### src/rtl/codes_pkg.sv
// Shared core types: the 32-bit word type, ifetch FSM states and the PC reset vector.
package codes;

   typedef logic [31:0] size_t;

   typedef enum logic [1:0] {
      IDLE = 2'd0,
      REQ  = 2'd1,
      DONE = 2'd2,
      HALT = 2'd3
   } ifetch_state_t;

   localparam size_t RESET_VECTOR_C = 32'hBFC0_0000;

endpackage

### src/rtl/ifetch.sv
// Instruction fetch unit: owns the PC, issues word reads, applies one-slot branch delay and halts on fetch from 0.
// Optional IFETCH_MISALIGN_TRAP_EN adds fault_o and traps fetches from non-word-aligned PCs.
import codes::*;

module ifetch #(
   parameter size_t RESET_VECTOR = RESET_VECTOR_C
) (
   input  logic        clk,
   input  logic        reset_i,
   input  logic        fetch_i,
   input  logic        jump_i,
   input  size_t       jump_addr_i,
   output size_t       address_o,
   output logic        read_o,
   input  logic        waitrequest_i,
   input  size_t       readdata_i,
   output size_t       instr_o,
   output logic        instr_valid_o,
   output size_t       pc_o,
   output logic        busy_o,
`ifdef IFETCH_MISALIGN_TRAP_EN
   output logic        fault_o,
`endif
   output logic        halted_o
);

   ifetch_state_t state, state_nxt;
   size_t         fetch_pc, target;
   logic          pend, armed;
   logic          trap;

`ifdef IFETCH_MISALIGN_TRAP_EN
   assign trap = (fetch_pc[1:0] != 2'b00);
`else
   assign trap = 1'b0;
`endif

   always_ff @(posedge clk or posedge reset_i) begin
      if (reset_i) state <= IDLE;
      else         state <= state_nxt;
   end

   always_comb begin
      state_nxt = state;
      case (state)
         IDLE: if (fetch_i) state_nxt = (fetch_pc == '0 || trap) ? HALT : REQ;
         REQ:  if (!waitrequest_i) state_nxt = DONE;
         DONE: state_nxt = IDLE;
         HALT: state_nxt = HALT;
         default: state_nxt = IDLE;
      endcase
   end

   always_comb begin
      busy_o        = (state != IDLE);
      instr_valid_o = (state == DONE);
      halted_o      = (state == HALT);
   end

   // Bus side is registered; address is latched on entry to REQ so it is stable through stalls.
   always_ff @(posedge clk or posedge reset_i) begin
      if (reset_i) begin
         read_o    <= 1'b0;
         address_o <= RESET_VECTOR;
      end else begin
         read_o <= (state_nxt == REQ);
         if (state == IDLE && state_nxt == REQ) address_o <= {fetch_pc[31:2], 2'b00};
      end
   end

   always_ff @(posedge clk or posedge reset_i) begin
      if (reset_i) begin
         instr_o <= '0;
         pc_o    <= '0;
      end else if (state == REQ && !waitrequest_i) begin
         instr_o <= readdata_i;
         pc_o    <= fetch_pc;
      end
   end

   // A jump seen in DONE is recorded first, so that same advance is already the delay slot.
   always_ff @(posedge clk or posedge reset_i) begin
      if (reset_i) begin
         fetch_pc <= RESET_VECTOR;
         target   <= '0;
         pend     <= 1'b0;
         armed    <= 1'b0;
      end else if (state == DONE) begin
         if (jump_i) begin
            target   <= jump_addr_i;
            pend     <= 1'b0;
            armed    <= 1'b1;
            fetch_pc <= fetch_pc + 32'd4;
         end else if (armed) begin
            fetch_pc <= target;
            armed    <= 1'b0;
         end else begin
            fetch_pc <= fetch_pc + 32'd4;
            if (pend) begin
               pend  <= 1'b0;
               armed <= 1'b1;
            end
         end
      end else if (jump_i) begin
         target <= jump_addr_i;
         pend   <= 1'b1;
         armed  <= 1'b0;
      end
   end

`ifdef IFETCH_MISALIGN_TRAP_EN
   always_ff @(posedge clk or posedge reset_i) begin
      if (reset_i)                                 fault_o <= 1'b0;
      else if (state == IDLE && fetch_i && trap)   fault_o <= 1'b1;
   end
`endif

endmodule

### config.mk
export PLATFORM = sky130hd
export DESIGN_NAME = ifetch
export DESIGN_NICKNAME = d
export VERILOG_FILES = /design/src/rtl/codes_pkg.sv /design/src/rtl/ifetch.sv
export SDC_FILE = /design/constraint.sdc
export NUM_CORES = 1
export LEC_CHECK = 0
export ABC_AREA = 1
export BUFFER_PORTS_ARGS = -buffer_cell sky130_fd_sc_hd__clkbuf_2
export CORE_ASPECT_RATIO = 1.5
export CORE_MARGIN = 1.5
export CORE_UTILIZATION = 49
export CTS_CLUSTER_DIAMETER = 30
export DETAILED_ROUTE_END_ITERATION = 10
export PLACE_DENSITY = 0.76
export SYNTH_ARGS = -nofsm -noshare
export SYNTH_HDL_FRONTEND = slang
export SYNTH_SLANG_ARGS = --single-unit
### constraint.sdc
create_clock -name clk -period 5 [get_ports clk]
set_input_delay 1 -clock clk [delete_from_list [all_inputs] [get_ports clk]]
set_output_delay 1 -clock clk [all_outputs]
set_load 0.005 [all_outputs]
==> results.sh, run 1 <==
export IMPL_first_global_vias=6295
export IMPL_path_buf_inv=3
export IMPL_hp_start="address_o[31]"
export IMPL_gr_total_overflow=0
export IMPL_clock_skew_final_ps=8.498
export IMPL_floorplan_rows=55
export IMPL_start_util_pct=49.80
export IMPL_setup_violations=0
export IMPL_cts_sinks=163
export IMPL_period_share_pct=57.78
export IMPL_finalSetupTns_ps=0
export IMPL_arrival_time_of_data_at_the_critical_path_endpoint_ps=3190
export IMPL_synth_area_per_cell_um2=7.999
export IMPL_detail_routed_via_count_per_cell=5.138
export IMPL_cap_viol_max_count=0
export IMPL_sum_of_routed_wire_length_over_all_layers_um=18570
export IMPL_io_buffer_count=166
export IMPL_relSlewSlack_pct=29.61
export IMPL_finalHoldWorstSlack_ps=467.2
export IMPL_total_standard_cell_area_after_synthesis_um2=7471
export IMPL_clockRootBuffer="sky130_fd_sc_hd__clkbuf_16"
export IMPL_kind_of_launch_point_of_the_worst_setup_path="input port"
export IMPL_vdd_ir_drop_max_v=0.0002651
export IMPL_powerDensity_nw_per_um2=609.6
export IMPL_syn_instance_count=934
export IMPL_insertion_delay_ps=420
export IMPL_placeableCoreArea_um2=15000
export IMPL_post_cts_setup_buffers=0
export IMPL_maxUsedRoutingLayer="met4"
export IMPL_drive_above_1_share_pct=22.14
export IMPL_die_w_um=103.8
export IMPL_route_detailed_wl_per_inst_um=14.37
export IMPL_critical_path_max_stage_delay_ps=720
export IMPL_setup_reg_to_reg_worst_slack_ps=2680
export IMPL_final_max_slew_violation_count=0
export IMPL_count_of_state_elements_after_synthesis=163
export IMPL_hold_violations=0
export IMPL_placed_instance_area_um2=8413
export IMPL_grt_first_pass_wirelength_um=31000
export IMPL_max_clock_freq_ghz=0.3462
export IMPL_number_of_enable_flip_flop_cells_after_synthesis=0
export IMPL_met1_length_um=7982
export IMPL_synth_async_sr_flop_share_pct=100.0
export IMPL_dieHeight_um=154.2
export IMPL_dpl_cells=1260
export IMPL_design_final_nets=1151
export IMPL_clk_pin_slew_worst_paths_ps=70
export IMPL_drtIter0Drc=629
export IMPL_critical_path_max_fanout=59
export IMPL_tritoncts="yes"
export IMPL_path_delay_family="buffers and inverters"
export IMPL_rsz0062_at_grt="false"
export IMPL_largest_net_degree_at_the_start_of_global_routing=73
export IMPL_finish_cell_count_without_fillers=1292
export IMPL_timing_rr_start="fetch_pc[2]"
export IMPL_count_leader_synth="sky130_fd_sc_hd__nand2_1"
export IMPL_whs_path_depth=2
export IMPL_pin_count=169
export IMPL_place_detailed_hpwl_um=13020
export IMPL_worst_hold_path_type="flip-flop to flip-flop"
export IMPL_die_area_um2=16010
export IMPL_met3_wirelength_um=967
export IMPL_timing_rr_end="read_o"
export IMPL_worst_r2r_cell_count=9
export IMPL_run_status="completed"
export IMPL_synth_main_ff_cell="sky130_fd_sc_hd__dfrtp_1"
export IMPL_end_kind="flip-flop"
export IMPL_first_pass_iters=5
export IMPL_synth_largest_area_cell="sky130_fd_sc_hd__dfrtp_1"
export IMPL_post_cts_resize_count=0
export IMPL_met2RoutedLength_um=9197
export IMPL_cts_buffers=17
export IMPL_htreeDepth=4
export IMPL_critical_path_cell_chain="clkbuf_2, inv_2, nand2_1, inv_1, nand2_1, nand2_1, o21ai_0"
export IMPL_n_antenna_cell=0
export IMPL_gpl_final_weighted_congestion=0.8663
export IMPL_p_leak_nw=4.728
export IMPL_path_class="input port to flip-flop"
export IMPL_area_delta_synth_final_pct=20.83
export IMPL_critPathMostFrequentCell="sky130_fd_sc_hd__nand2_1"
export IMPL_synth_yosys_warnings=0
export IMPL_top_post_synthesis_cells_by_area="sky130_fd_sc_hd__dfrtp_1 49%, sky130_fd_sc_hd__nand2_1 17%, sky130_fd_sc_hd__dfstp_2 6.3%"
export IMPL_seq_area_frac_synth_pct=54.90
export IMPL_hold_end="address_o[31]"
export IMPL_synth_common_cells="343 x sky130_fd_sc_hd__nand2_1, 145 x sky130_fd_sc_hd__dfrtp_1, 83 x sky130_fd_sc_hd__o21ai_0"
export IMPL_clockBufferDepth=2
export IMPL_timing_critical_path_depth=7
export IMPL_portion_of_synthesized_cell_area_occupied_by_the_leading_cell_type_pct=48.57
export IMPL_critPathRequiredTime_ps=5300
export IMPL_ant_nets=0
export IMPL_detailroute_via_count=6638
export IMPL_fillers=1381
export IMPL_antenna_found_initial=0
export IMPL_final_worst_path_period_need_ps=2889
export IMPL_drc=0
export IMPL_tightest_slew_ps=1055
export IMPL_postLayoutCellArea_um2=9027
export IMPL_ctsHoldBuffers=0
export IMPL_synth_lib_cells_used_distinct=28
export IMPL_cpMaxStageDelayCell="sky130_fd_sc_hd__inv_1"
export IMPL_global_route_usage_total_pct=24.18
==> tightest hold or removal path, cell delays in order, from the launching register on <==
cell and delay [ps]:
sky130_fd_sc_hd__dfstp_2 370, sky130_fd_sc_hd__nand2_1 50, sky130_fd_sc_hd__nand2_1 50
==> per-stage QoR <==
step	utilization [%]	total power (W)	worst slack, ps
2_1_floorplan	-	0.003405	1944
3_3_place_gp	56.08	0.004093	1761
3_5_place_dp	56.08	0.004157	1690
4_1_cts	60.18	0.005530	2140
5_1_grt	60.18	0.005922	1726
6_report	60.18	0.005503	2111
==> layout by cell type (no fill, tap or decap), drive strengths merged <==
cell and count:
a21oi 35, o221ai 2, conb 2, o211ai 6
dfstp 18, nand4 37, clkbuf 183, buf 9
clkinvlp 3, nor2 68, nand3 33, inv 91
o21ai 101, nand3b 1, nand2 345, bufinv 2
dfrtp 145, o22ai 2, clkinv 2, nor3 6
ha 2
==> where the power goes <==
part           internal [W]  switching [W]  total [W]
registers           0.00188       0.000429    0.00231
logic              0.000696        0.00115    0.00185
clock network      0.000763       0.000588    0.00135
==> state kept, by name, summed over array words and instances, names as in the netlist <==
signal	count
pc_o	32
target	32
armed	1
read_o	1
instr_o	32
address_o	30
fetch_pc	32
pend	1
state	2
==> how the worst max path moves through the flow <==
stage / start / to / slack (ps)
6_report: jump_i / fetch_pc[0] / 2110
5_1_grt: jump_i / fetch_pc[0] / 1730
4_1_cts: jump_i / fetch_pc[0] / 2140
3_5_place_dp: jump_i / fetch_pc[0] / 1690
3_3_place_gp: jump_i / fetch_pc[0] / 1760
2_1_floorplan: reset_i / address_o[10] / 1940
==> cells by family (layout without fill, tap and decap cells) <==
kind of cell,count (synthesis),in the layout,share of synthesized area [%]
compound gates,146,146,10.22
flops,163,163,54.90
simple gates,490,490,27.20
other cells,1,2,0.05019
buf+inv,132,290,7.302
fa+ha+maj,2,2,0.3349
==> area by class of cell <==
cell class                      instances  area (µm²)  share of cell area [%]
Tap cell                              199       249.0                   2.758
Clock inverter                         15       188.9                   2.093
Sequential cell                       163        4101                   45.43
Clock buffer                           17       425.4                   4.712
Inverter                               83       315.3                   3.493
Multi-Input combinational cell        640        2836                   31.42
Timing Repair Buffer                  175       910.9                   10.09
==> layer usage <==
metal | global-route usage (%) | vias up
met5 | 0 | -
met4 | 9.259 | 0
met3 | 3.835 | 38
met2 | 41.15 | 240
met1 | 31.14 | 3079
li1 | - | 3281
No activity file was read; power rests on OpenSTA's default activity.
==> run 2, diff against run 1 <==
--- a/config.mk
+++ b/config.mk
@@ -5,11 +5,11 @@
 export SDC_FILE = /design/constraint.sdc
 export NUM_CORES = 1
 export LEC_CHECK = 0
-export ABC_AREA = 1
+export ABC_AREA = 0
 export BUFFER_PORTS_ARGS = -buffer_cell sky130_fd_sc_hd__clkbuf_2
 export CORE_ASPECT_RATIO = 1.5
 export CORE_MARGIN = 1.5
-export CORE_UTILIZATION = 49
+export CORE_UTILIZATION = 48
 export CTS_CLUSTER_DIAMETER = 30
 export DETAILED_ROUTE_END_ITERATION = 10
 export PLACE_DENSITY = 0.76
==> constraint.sdc (replaced) <==
create_clock -name clk -period 2.52 [get_ports clk]
set_input_delay 0.504 -clock clk [delete_from_list [all_inputs] [get_ports clk]]
set_output_delay 0.504 -clock clk [all_outputs]
set_load 0.005 [all_outputs]
==> run 2 against run 1 <==
  * Core utilization grew 0.63 points
  * Clock power grew 76%
  * Cell count shrank 30%
  * Highest routed layer unchanged
  * Wire length shrank 9.2%
  * Sequential power grew 91%
  * Sequential share of layout area grew 2.5 points
  * Combinational power grew 56%
  * Cell area shrank 5.3%
==> results.sh, run 2 <==
export IMPL_place_detailed_hpwl_um=11810
export IMPL_first_global_vias=5291
export IMPL_insertion_delay_ps=420
export IMPL_clock_skew_final_ps=10.51
export IMPL_kind_of_launch_point_of_the_worst_setup_path="flip-flop"
export IMPL_run_status="completed"
export IMPL_most_common_layout_cells="166 x sky130_fd_sc_hd__clkbuf_2, 145 x sky130_fd_sc_hd__dfrtp_1, 101 x sky130_fd_sc_hd__mux2_2"
export IMPL_die_w_um=101.1
export IMPL_rsz0062_at_grt="false"
export IMPL_drtIter0Drc=385
export IMPL_gpl_final_weighted_congestion=0.8456
export IMPL_period_share_pct=89.02
export IMPL_design_final_nets=773
export IMPL_maxUsedRoutingLayer="met4"
export IMPL_synth_yosys_warnings=0
export IMPL_synth_largest_area_cell="sky130_fd_sc_hd__dfrtp_1"
export IMPL_critical_path_cell_chain="nor4_1, nand4_1, nor3_1, a211oi_4, buf_4, mux2_1"
export IMPL_tightest_slew_ps=640.7
export IMPL_cap_viol_max_count=0
export IMPL_synth_common_cells="145 x sky130_fd_sc_hd__dfrtp_1, 101 x sky130_fd_sc_hd__mux2_2, 29 x sky130_fd_sc_hd__nor2_1"
export IMPL_drc=0
export IMPL_cpMaxStageDelayCell="sky130_fd_sc_hd__dfrtp_1"
export IMPL_clk_pin_slew_worst_paths_ps=60
export IMPL_count_leader_synth="sky130_fd_sc_hd__dfrtp_1"
export IMPL_detailroute_via_count=5147
export IMPL_detail_routed_via_count_per_cell=5.675
export IMPL_count_of_state_elements_after_synthesis=163
export IMPL_p_leak_nw=3.783
export IMPL_cts_sinks=163
export IMPL_critical_path_max_stage_delay_ps=480
export IMPL_powerDensity_nw_per_um2=1134
export IMPL_setup_violations=0
export IMPL_end_kind="flip-flop"
export IMPL_floorplan_rows=53
export IMPL_sequential_cell_area_um2=4101
export IMPL_htreeDepth=4
export IMPL_path_class="flip-flop to flip-flop"
export IMPL_synth_async_sr_flop_share_pct=100.0
export IMPL_die_area_um2=15170
export IMPL_sum_of_routed_wire_length_over_all_layers_um=16870
export IMPL_syn_instance_count=537
export IMPL_fillers=1124
export IMPL_area_delta_synth_final_pct=23.46
export IMPL_dieHeight_um=150.1
export IMPL_first_pass_iters=5
export IMPL_critical_path_max_fanout=14
export IMPL_portion_of_synthesized_cell_area_occupied_by_the_leading_cell_type_pct=52.40
export IMPL_io_buffer_count=166
export IMPL_final_max_slew_violation_count=0
export IMPL_global_route_usage_total_pct=23.24
export IMPL_placeableCoreArea_um2=14060
export IMPL_ant_nets=0
export IMPL_max_clock_freq_ghz=0.4458
export IMPL_arrival_time_of_data_at_the_critical_path_endpoint_ps=2540
export IMPL_antenna_found_initial=0
export IMPL_total_standard_cell_area_after_synthesis_um2=6924
export IMPL_post_cts_resize_count=0
export IMPL_critPathRequiredTime_ps=2820
export IMPL_n_antenna_cell=0
export IMPL_met2RoutedLength_um=9112
export IMPL_relSlewSlack_pct=57.24
export IMPL_met1_length_um=6255
export IMPL_final_worst_path_period_need_ps=2243
export IMPL_final_common_cell="sky130_fd_sc_hd__clkbuf_2"
export IMPL_ctsHoldBuffers=0
export IMPL_drive_above_1_share_pct=47.27
export IMPL_clockRootBuffer="sky130_fd_sc_hd__clkbuf_16"
export IMPL_synth_area_per_cell_um2=12.89
export IMPL_finalHoldWorstSlack_ps=58.94
export IMPL_top_post_synthesis_cells_by_area="sky130_fd_sc_hd__dfrtp_1 52%, sky130_fd_sc_hd__mux2_2 16%, sky130_fd_sc_hd__dfstp_2 6.8%"
export IMPL_grt_first_pass_wirelength_um=27110
export IMPL_post_cts_setup_buffers=0
export IMPL_seq_area_frac_synth_pct=59.23
export IMPL_path_delay_family="simple AND/OR/NAND/NOR gates"
export IMPL_met3_wirelength_um=1158
export IMPL_vdd_ir_drop_max_v=0.0006225
export IMPL_gr_total_overflow=0
export IMPL_postLayoutCellArea_um2=8548
export IMPL_route_detailed_wl_per_inst_um=18.60
export IMPL_largest_net_degree_at_the_start_of_global_routing=94
export IMPL_number_of_enable_flip_flop_cells_after_synthesis=0
export IMPL_multiInputGateArea_um2=2659
export IMPL_path_buf_inv=1
export IMPL_start_util_pct=49.25
export IMPL_tritoncts="yes"
export IMPL_synth_lib_cells_used_distinct=51
export IMPL_hold_violations=0
export IMPL_worst_hold_path_type="input port to asynchronous set/reset pin"
export IMPL_placed_instance_area_um2=8004
export IMPL_pin_count=169
export IMPL_synth_main_ff_cell="sky130_fd_sc_hd__dfrtp_1"
export IMPL_clockBufferDepth=2
export IMPL_finalCoreUtilization_pct=60.80
export IMPL_cts_buffers=17
[run 2: cell types whose count changed after synthesis, moves of 9 or more]
cell                      change
sky130_fd_sc_hd__nand2_1    -315
sky130_fd_sc_hd__mux2_2     +101
sky130_fd_sc_hd__inv_1       -73
sky130_fd_sc_hd__o21ai_0     -72
sky130_fd_sc_hd__nor2_1      -32
sky130_fd_sc_hd__nand4_1     -29
sky130_fd_sc_hd__mux2_1      +25
sky130_fd_sc_hd__a21oi_1     -20
sky130_fd_sc_hd__nand3_1     -17
sky130_fd_sc_hd__o21ai_1     -16
sky130_fd_sc_hd__o22ai_1     +12
sky130_fd_sc_hd__and3_1       +9
sky130_fd_sc_hd__buf_2        -9
[run 2: where the power goes]
group / internal [W] / switching (W) / leakage, nW / total, W
logic: 0.00153 / 0.00135 / 1.67 / 0.00289
clock network: 0.00130 / 0.00108 / 0.245 / 0.00238
registers: 0.00361 / 0.000814 / 1.87 / 0.00442
total: 0.00644 / 0.00325 / 3.78 / 0.00969
[run 2: path summary, 6_finish.rpt]
kind | startpoint | to | slack, ps | cells after the start
setup / recovery | fetch_pc[17] | address_o[2] | 280 | 6
hold / removal | reset_i | instr_o[2] | 60 | 2
setup reg to reg | fetch_pc[17] | address_o[2] | 280 | 6
hold reg to reg | target[1] | fetch_pc[1] | 480 | 2
max in group asynchronous | reset_i | address_o[31] | 1650 | 3
min in group clk | readdata_i[7] | instr_o[7] | 300 | 2
[run 2: final cells by class]
class                           count  area share [%]
Clock buffer                       19           5.182
Clock inverter                     13           1.186
Inverter                            7          0.3513
Multi-Input combinational cell    333           31.10
Sequential cell                   163           47.98
Tap cell                          192           2.810
Timing Repair Buffer              180           11.39
[run 2: cell families (layout without fill, tap and decap cells)]
kind of cell	after synthesis	in the layout	share of synthesized area (%)
buffers and inverters	42	219	2.674
AO/OA/AOI/OAI	79	79	7.734
AND/OR/NAND/NOR	124	124	9.451
flip-flops	163	163	59.23
adder cells (fa/ha/maj)	2	2	0.3613
other	1	2	0.05416
multiplexers	126	126	20.49
[run 2: metrics by stage]
| stage | setup slack [ps] | power (W) | TNS, ps | instances |
|---|---|---|---|---|
| final | 276.8 | 0.009692 | 0 | 907 |
| after global placement | 372.8 | 0.007177 | 0 | 875 |
| after detailed placement | 234.0 | 0.007353 | 0 | 875 |
| after global routing | 142.1 | 0.01026 | 0 | 907 |
| after floorplan | -40.11 | 0.005959 | -5816 | 538 |
| after CTS | 280.6 | 0.009765 | 0 | 907 |
[run 2: per-layer routing]
layer	track usage (%)	up-vias
met5	0	-
met4	8.403	0
met3	5.942	29
met2	41.31	211
met1	26.80	2608
li1	-	2299
